[src/rtl/ifu_pkg.sv]
// Shared IFU types and line-geometry constants.
package ifu_pkg;

  typedef enum logic [1:0] {
    S_ISSUE,
    S_CAPTURE,
    S_SERVE
  } t_fetch_state;

  localparam int unsigned LINE_BYTES       = 16;
  localparam int unsigned WORDS_PER_LINE   = 4;
  localparam int unsigned LINE_OFFSET_BITS = 4;
  localparam int unsigned WORD_SEL_MSB     = 3;
  localparam int unsigned WORD_SEL_LSB     = 2;

endpackage

[src/rtl/ifu_word_select.sv]
// Combinational selection of one instruction word out of a fetched line.
module ifu_word_select
  import ifu_pkg::*;
#(
  parameter int unsigned LINE_WIDTH = 128,
  parameter int unsigned INST_WIDTH = 32
) (
  input  logic [LINE_WIDTH-1:0]                line_data,
  input  logic [WORD_SEL_MSB-WORD_SEL_LSB:0]   word_sel,
  output logic [INST_WIDTH-1:0]                word
);

  logic [WORDS_PER_LINE-1:0][INST_WIDTH-1:0] words;

  always_comb begin
    words = line_data;
    word  = words[word_sel];
  end

endmodule

[src/rtl/ifu_fetch_ctrl.sv]
// Fetch controller: owns the PC, fetches 128-bit lines and serves words to decode.
module ifu_fetch_ctrl
  import ifu_pkg::*;
#(
  parameter int unsigned            ADRS_WIDTH = 32,
  parameter int unsigned            LINE_WIDTH = 128,
  parameter int unsigned            INST_WIDTH = 32,
  parameter logic [ADRS_WIDTH-1:0]  RESET_PC   = '0
) (
  input  logic                  clock,
  input  logic                  rst_n,
  output logic [ADRS_WIDTH-1:0] imem_address,
  input  logic [LINE_WIDTH-1:0] imem_q,
  input  logic                  redirect_valid,
  input  logic [ADRS_WIDTH-1:0] redirect_pc,
  output logic                  inst_valid,
  input  logic                  inst_ready,
  output logic [INST_WIDTH-1:0] inst,
  output logic [ADRS_WIDTH-1:0] inst_pc
);

  localparam int unsigned LINE_IDX_W = ADRS_WIDTH - LINE_OFFSET_BITS;
  localparam int unsigned SEL_W      = WORD_SEL_MSB - WORD_SEL_LSB + 1;
  localparam logic [ADRS_WIDTH-1:0] WORD_MASK =
    {{(ADRS_WIDTH-WORD_SEL_LSB){1'b1}}, {WORD_SEL_LSB{1'b0}}};

  t_fetch_state            state_q, state_d;
  logic [ADRS_WIDTH-1:0]   pc_q, pc_d;
  logic [LINE_IDX_W-1:0]   req_line_q, req_line_d;
  logic [LINE_WIDTH-1:0]   line_data_q, line_data_d;
  logic [SEL_W-1:0]        word_sel;
  logic                    fire;

  assign word_sel = pc_q[WORD_SEL_MSB:WORD_SEL_LSB];
  assign inst_pc  = pc_q;

  always_comb begin
    state_d      = state_q;
    pc_d         = pc_q;
    req_line_d   = req_line_q;
    line_data_d  = line_data_q;
    inst_valid   = 1'b0;
    fire         = 1'b0;
    imem_address = {{LINE_OFFSET_BITS{1'b0}}, req_line_q};

    unique case (state_q)
      S_ISSUE: begin
        imem_address = {{LINE_OFFSET_BITS{1'b0}}, pc_q[ADRS_WIDTH-1:LINE_OFFSET_BITS]};
        req_line_d   = pc_q[ADRS_WIDTH-1:LINE_OFFSET_BITS];
        state_d      = S_CAPTURE;
      end
      S_CAPTURE: begin
        line_data_d = imem_q;
        state_d     = S_SERVE;
      end
      S_SERVE: begin
        inst_valid = !redirect_valid;
        fire       = !redirect_valid && inst_ready;
        if (fire) begin
          pc_d = pc_q + ADRS_WIDTH'(4);
          if (word_sel == '1) begin
            state_d = S_ISSUE;
          end
        end
      end
      default: state_d = S_ISSUE;
    endcase

    // Redirect overrides everything, including a capture already in flight.
    if (redirect_valid) begin
      pc_d        = redirect_pc & WORD_MASK;
      req_line_d  = req_line_q;
      line_data_d = line_data_q;
      state_d     = S_ISSUE;
    end
  end

  always_ff @(posedge clock or negedge rst_n) begin
    if (!rst_n) begin
      state_q     <= S_ISSUE;
      pc_q        <= RESET_PC;
      req_line_q  <= RESET_PC[ADRS_WIDTH-1:LINE_OFFSET_BITS];
      line_data_q <= '0;
    end else begin
      state_q     <= state_d;
      pc_q        <= pc_d;
      req_line_q  <= req_line_d;
      line_data_q <= line_data_d;
    end
  end

  ifu_word_select #(
    .LINE_WIDTH (LINE_WIDTH),
    .INST_WIDTH (INST_WIDTH)
  ) u_word_select (
    .line_data (line_data_q),
    .word_sel  (word_sel),
    .word      (inst)
  );

endmodule

[config.mk]
export PLATFORM = sky130hd
export DESIGN_NAME = ifu_fetch_ctrl
export DESIGN_NICKNAME = d
export VERILOG_FILES = /design/src/rtl/ifu_pkg.sv /design/src/rtl/ifu_word_select.sv /design/src/rtl/ifu_fetch_ctrl.sv
export SDC_FILE = /design/constraint.sdc
export NUM_CORES = 1
export LEC_CHECK = 0
export CORE_ASPECT_RATIO = 0.8
export CORE_MARGIN = 2
export CORE_UTILIZATION = 40
export DETAILED_ROUTE_END_ITERATION = 10
export PLACE_DENSITY = 0.71
export SLEW_MARGIN = 20
export SYNTH_ARGS = -nofsm -noshare
export SYNTH_HDL_FRONTEND = slang
export SYNTH_SLANG_ARGS = --single-unit
[constraint.sdc]
create_clock -name clock -period 2.9 [get_ports clock]
set_input_delay 0.435 -clock clock [delete_from_list [all_inputs] [get_ports clock]]
set_output_delay 0.435 -clock clock [all_outputs]
set_load 0.01 [all_outputs]
==> flow_summary_export.csv <==
group,metric,value,unit
status,status,"finished, final reports clean",
clock_network,cts-root-buf,"clkbuf_16",
cells_and_area,drive_gt1_frac,0.311,
logic_synthesis,avgSynthCellArea,14.0,sq um
clock_network,hold_buffers,1,
logic_synthesis,async_flop_share,1.00,
pwr,ir_worst_vdd,0.412,mV
cells_and_area,antenna_cells,0,
sta,max_freq,377,MHz
cells_and_area,nNetsFinal,1035,
clock_network,clk_latency,0.42,ns
cells_and_area,fill_cells,1766,
floorplanning,die-area,0.0230,sq mm
setup_path,crit_path_max_fanout,17,
logic_synthesis,ys_seq_area_frac,0.539,
logic_synthesis,syn-cell-area,0.00873,sq mm
logic_synthesis,synthCells,624,
job,max_cap_violations,0,
pwr,p_int,6.39,mW
drt,drtAntennaViolNets,0,
setup_path,crit_end,"imem_address[19]",
pwr,p_seq_frac,0.429,
global_routing,grt_pass1_vias,6089,
setup_path,cp_slowest_cell,"clkdlybuf4s50_1",
placement,hpwl,15100,um
setup_path,worstSetupPathType,"flop to output port",
drt,viasPerCell,5.20,
clock_network,clk_pin_slew,0.07,ns
setup_path,crit_required,2.47,ns
global_routing,antenna_found_initial,0,
pwr,p_leak,4.79,nW
drt,routed_wl,21200,um
logic_synthesis,yosysMostFrequentCell,"dfrtp_1",
global_routing,grt_first_pass_wirelength,33700,um
sta,hold_violations,0,
setup_path,cp_cell_sequence,"nor2_2 -> buf_4 -> mux2_2 -> clkdlybuf4s50_1",
floorplanning,row_count,48,
drt,drt_iter0_drc,366,
sta,grt_setup_unrepaired,"false",
floorplanning,ioPinCount,261,
global_routing,grt_overflow,0,
pwr,swShare,0.276,
clock_network,cts_resized,0,
clock_network,cts_sinks,188,
floorplanning,die_h,136,um
logic_synthesis,yosysWarnings,0,
setup_path,r2r_slack,0.59,ns
setup_path,r2r_start,"inst_pc[2]",
floorplanning,die_w,169,um
clock_network,cts_setup_buffers,0,
logic_synthesis,synth_area_leader_cell,"dfrtp_1",
floorplanning,core,0.0215,sq mm
drt,met2_length,9470,um
cells_and_area,syn2layout_area_growth,40.3,%
logic_synthesis,yosysTopAreaCellShare,0.539,
global_routing,grt_max_degree,94,
setup_path,startpoint,"state_q[1]",
drt,drc,0,
setup_path,crit_path_max_incr_delay,0.49,ns
sta,worst_pin_slew,0.837,ns
pwr,p_switching,2.44,mW
pwr,clkPwrFrac,0.266,
placement,port_buffers,252,
clock_network,clockBufferDepth,2,
clock_network,cts-htree-levels,4,
sta,slew_viol_final,0,
logic_synthesis,yosys-top-cells-area,"dfrtp_1, mux2_2, mux4_2",
sta,skew,0.0129,ns
drt,met3WireLength,1980,um
drt,top_layer,"met4",
sta,slew-limit-headroom,0.441,
pwr,total_power,8.83,mW
setup_path,crit_path_start_kind,"flop",
setup_path,reg2regPathDepth,6,
sta,setup_viol,0,
pwr,power_density,721,mW/mm^2
logic_synthesis,synth-edff-count,0,
setup_path,r2r-end,"inst_pc[20]",
clock_network,numCtsBuffers,17,
drt,drt-met1-wl,9600,um
clock_network,cts_tree,"built",
logic_synthesis,synthTopCellsByCount,"dfrtp_1, mux2_2, clkbuf_1",
placement,gp_congestion,0.730,
drt,via_count,6026,
drt,dr.pass1.iters,4,
setup_path,cp_data_arrival_time,2.22,ns
sta,finalCritPeriodShare,0.915,
logic_synthesis,ys_types,42,
setup_path,endpoint_kind,"output port",
logic_synthesis,ys.flop_type,"dfrtp_1",
cells_and_area,multi_input_area,0.00383,sq mm
logic_synthesis,ys_ff_latch,188,
global_routing,track_usage,0.189,
pwr,combPwrFrac,0.305,
sta,fin_setup_tns,0,ns
sta,period_minus_slack,2.65,ns
drt,avgRoutedWirePerCell,18.3,um
cells_and_area,final-seq-area,0.00471,sq mm
worst_hold_path,hold_path.class,"input pin to async pin",
floorplanning,start_util,0.406,
worst min path at each step:
stage	endpoint	slack, ns
2_1_floorplan	inst_pc[10]	0.14
3_3_place_gp	req_line_q[10]	0.35
3_5_place_dp	req_line_q[10]	0.35
4_1_cts	req_line_q[21]	0.46
5_1_grt	req_line_q[10]	0.47
6_report	req_line_q[10]	0.48
sequential cells by signal (all words and copies together) (netlist names):
register and flops:
state_q 2, inst_pc 30, req_line_q 28, line_data_q 128
cell usage in the layout (no fill, tap or decap), drive strengths merged, types with 2 or more instances in the layout:
| master | n |
|---|---|
| a22oi | 2 |
| a31oi | 13 |
| and3 | 5 |
| buf | 17 |
| clkbuf | 19 |
| clkdlybuf4s50 | 251 |
| clkinvlp | 2 |
| conb | 6 |
| dfrtp | 188 |
| inv | 15 |
| mux2 | 184 |
| mux4 | 32 |
| nand2 | 26 |
| nand3 | 12 |
| nand3b | 3 |
| nand4 | 7 |
| nor2 | 19 |
| nor2b | 2 |
| nor3 | 4 |
| nor4 | 3 |
| o211ai | 3 |
| o21ai | 16 |
| o31ai | 11 |
| or3 | 3 |
| or4 | 15 |
| xnor2 | 10 |
routing by layer:
layer  track usage  vias to the layer above
li1              -                     2812
met1         0.259                     3013
met2         0.284                      190
met3        0.0769                       11
met4        0.0389                        0
met5             0                        -
power by group through the flow:
stage	sequential (mW)	clock [mW]	combinational [mW]
after global placement	3.82	0	2.67
final	3.79	2.35	2.69
after global routing	3.90	2.53	2.90
after detailed placement	3.84	0	2.71
after floorplan	3.70	0	1.53
after CTS	3.80	2.42	2.73
critical path, delay by kind of cell, from the launching register on:
kind	cells	cell delay, ns
flip-flops	1	0.47
buffers and inverters	2	0.77
multiplexers	1	0.40
AND/OR/NAND/NOR	1	0.16
layout make-up:
cell class,count,area share
sequential,188,0.384
multi-input combinational,388,0.312
timing repair buffer,270,0.226
clock buffer,18,0.0359
tap,275,0.0281
clock inverter,14,0.0119
inverter,5,0.00153
cell families after synthesis:
group	synth area share
adder cells (fa/ha/maj)	0.00143
flip-flops	0.539
buffers and inverters	0.0265
other	0.000430
multiplexers	0.321
AO/OA/AOI/OAI	0.0328
XOR/XNOR	0.0110
AND/OR/NAND/NOR	0.0677
metrics by stage:
stage               utilization  area [sq um]  hold WS (ns)  worst slack [ns]  cells
floorplan                     -          8750         0.139             0.720    629
global placement          0.542         11600         0.352             0.348   1125
detailed placement        0.542         11600         0.349             0.345   1125
CTS                       0.569         12200         0.463             0.225   1158
global route              0.569         12200         0.475             0.158   1158
finish                    0.569         12200         0.478             0.245   1158
Note: power is estimated with default switching activity, not from simulation.
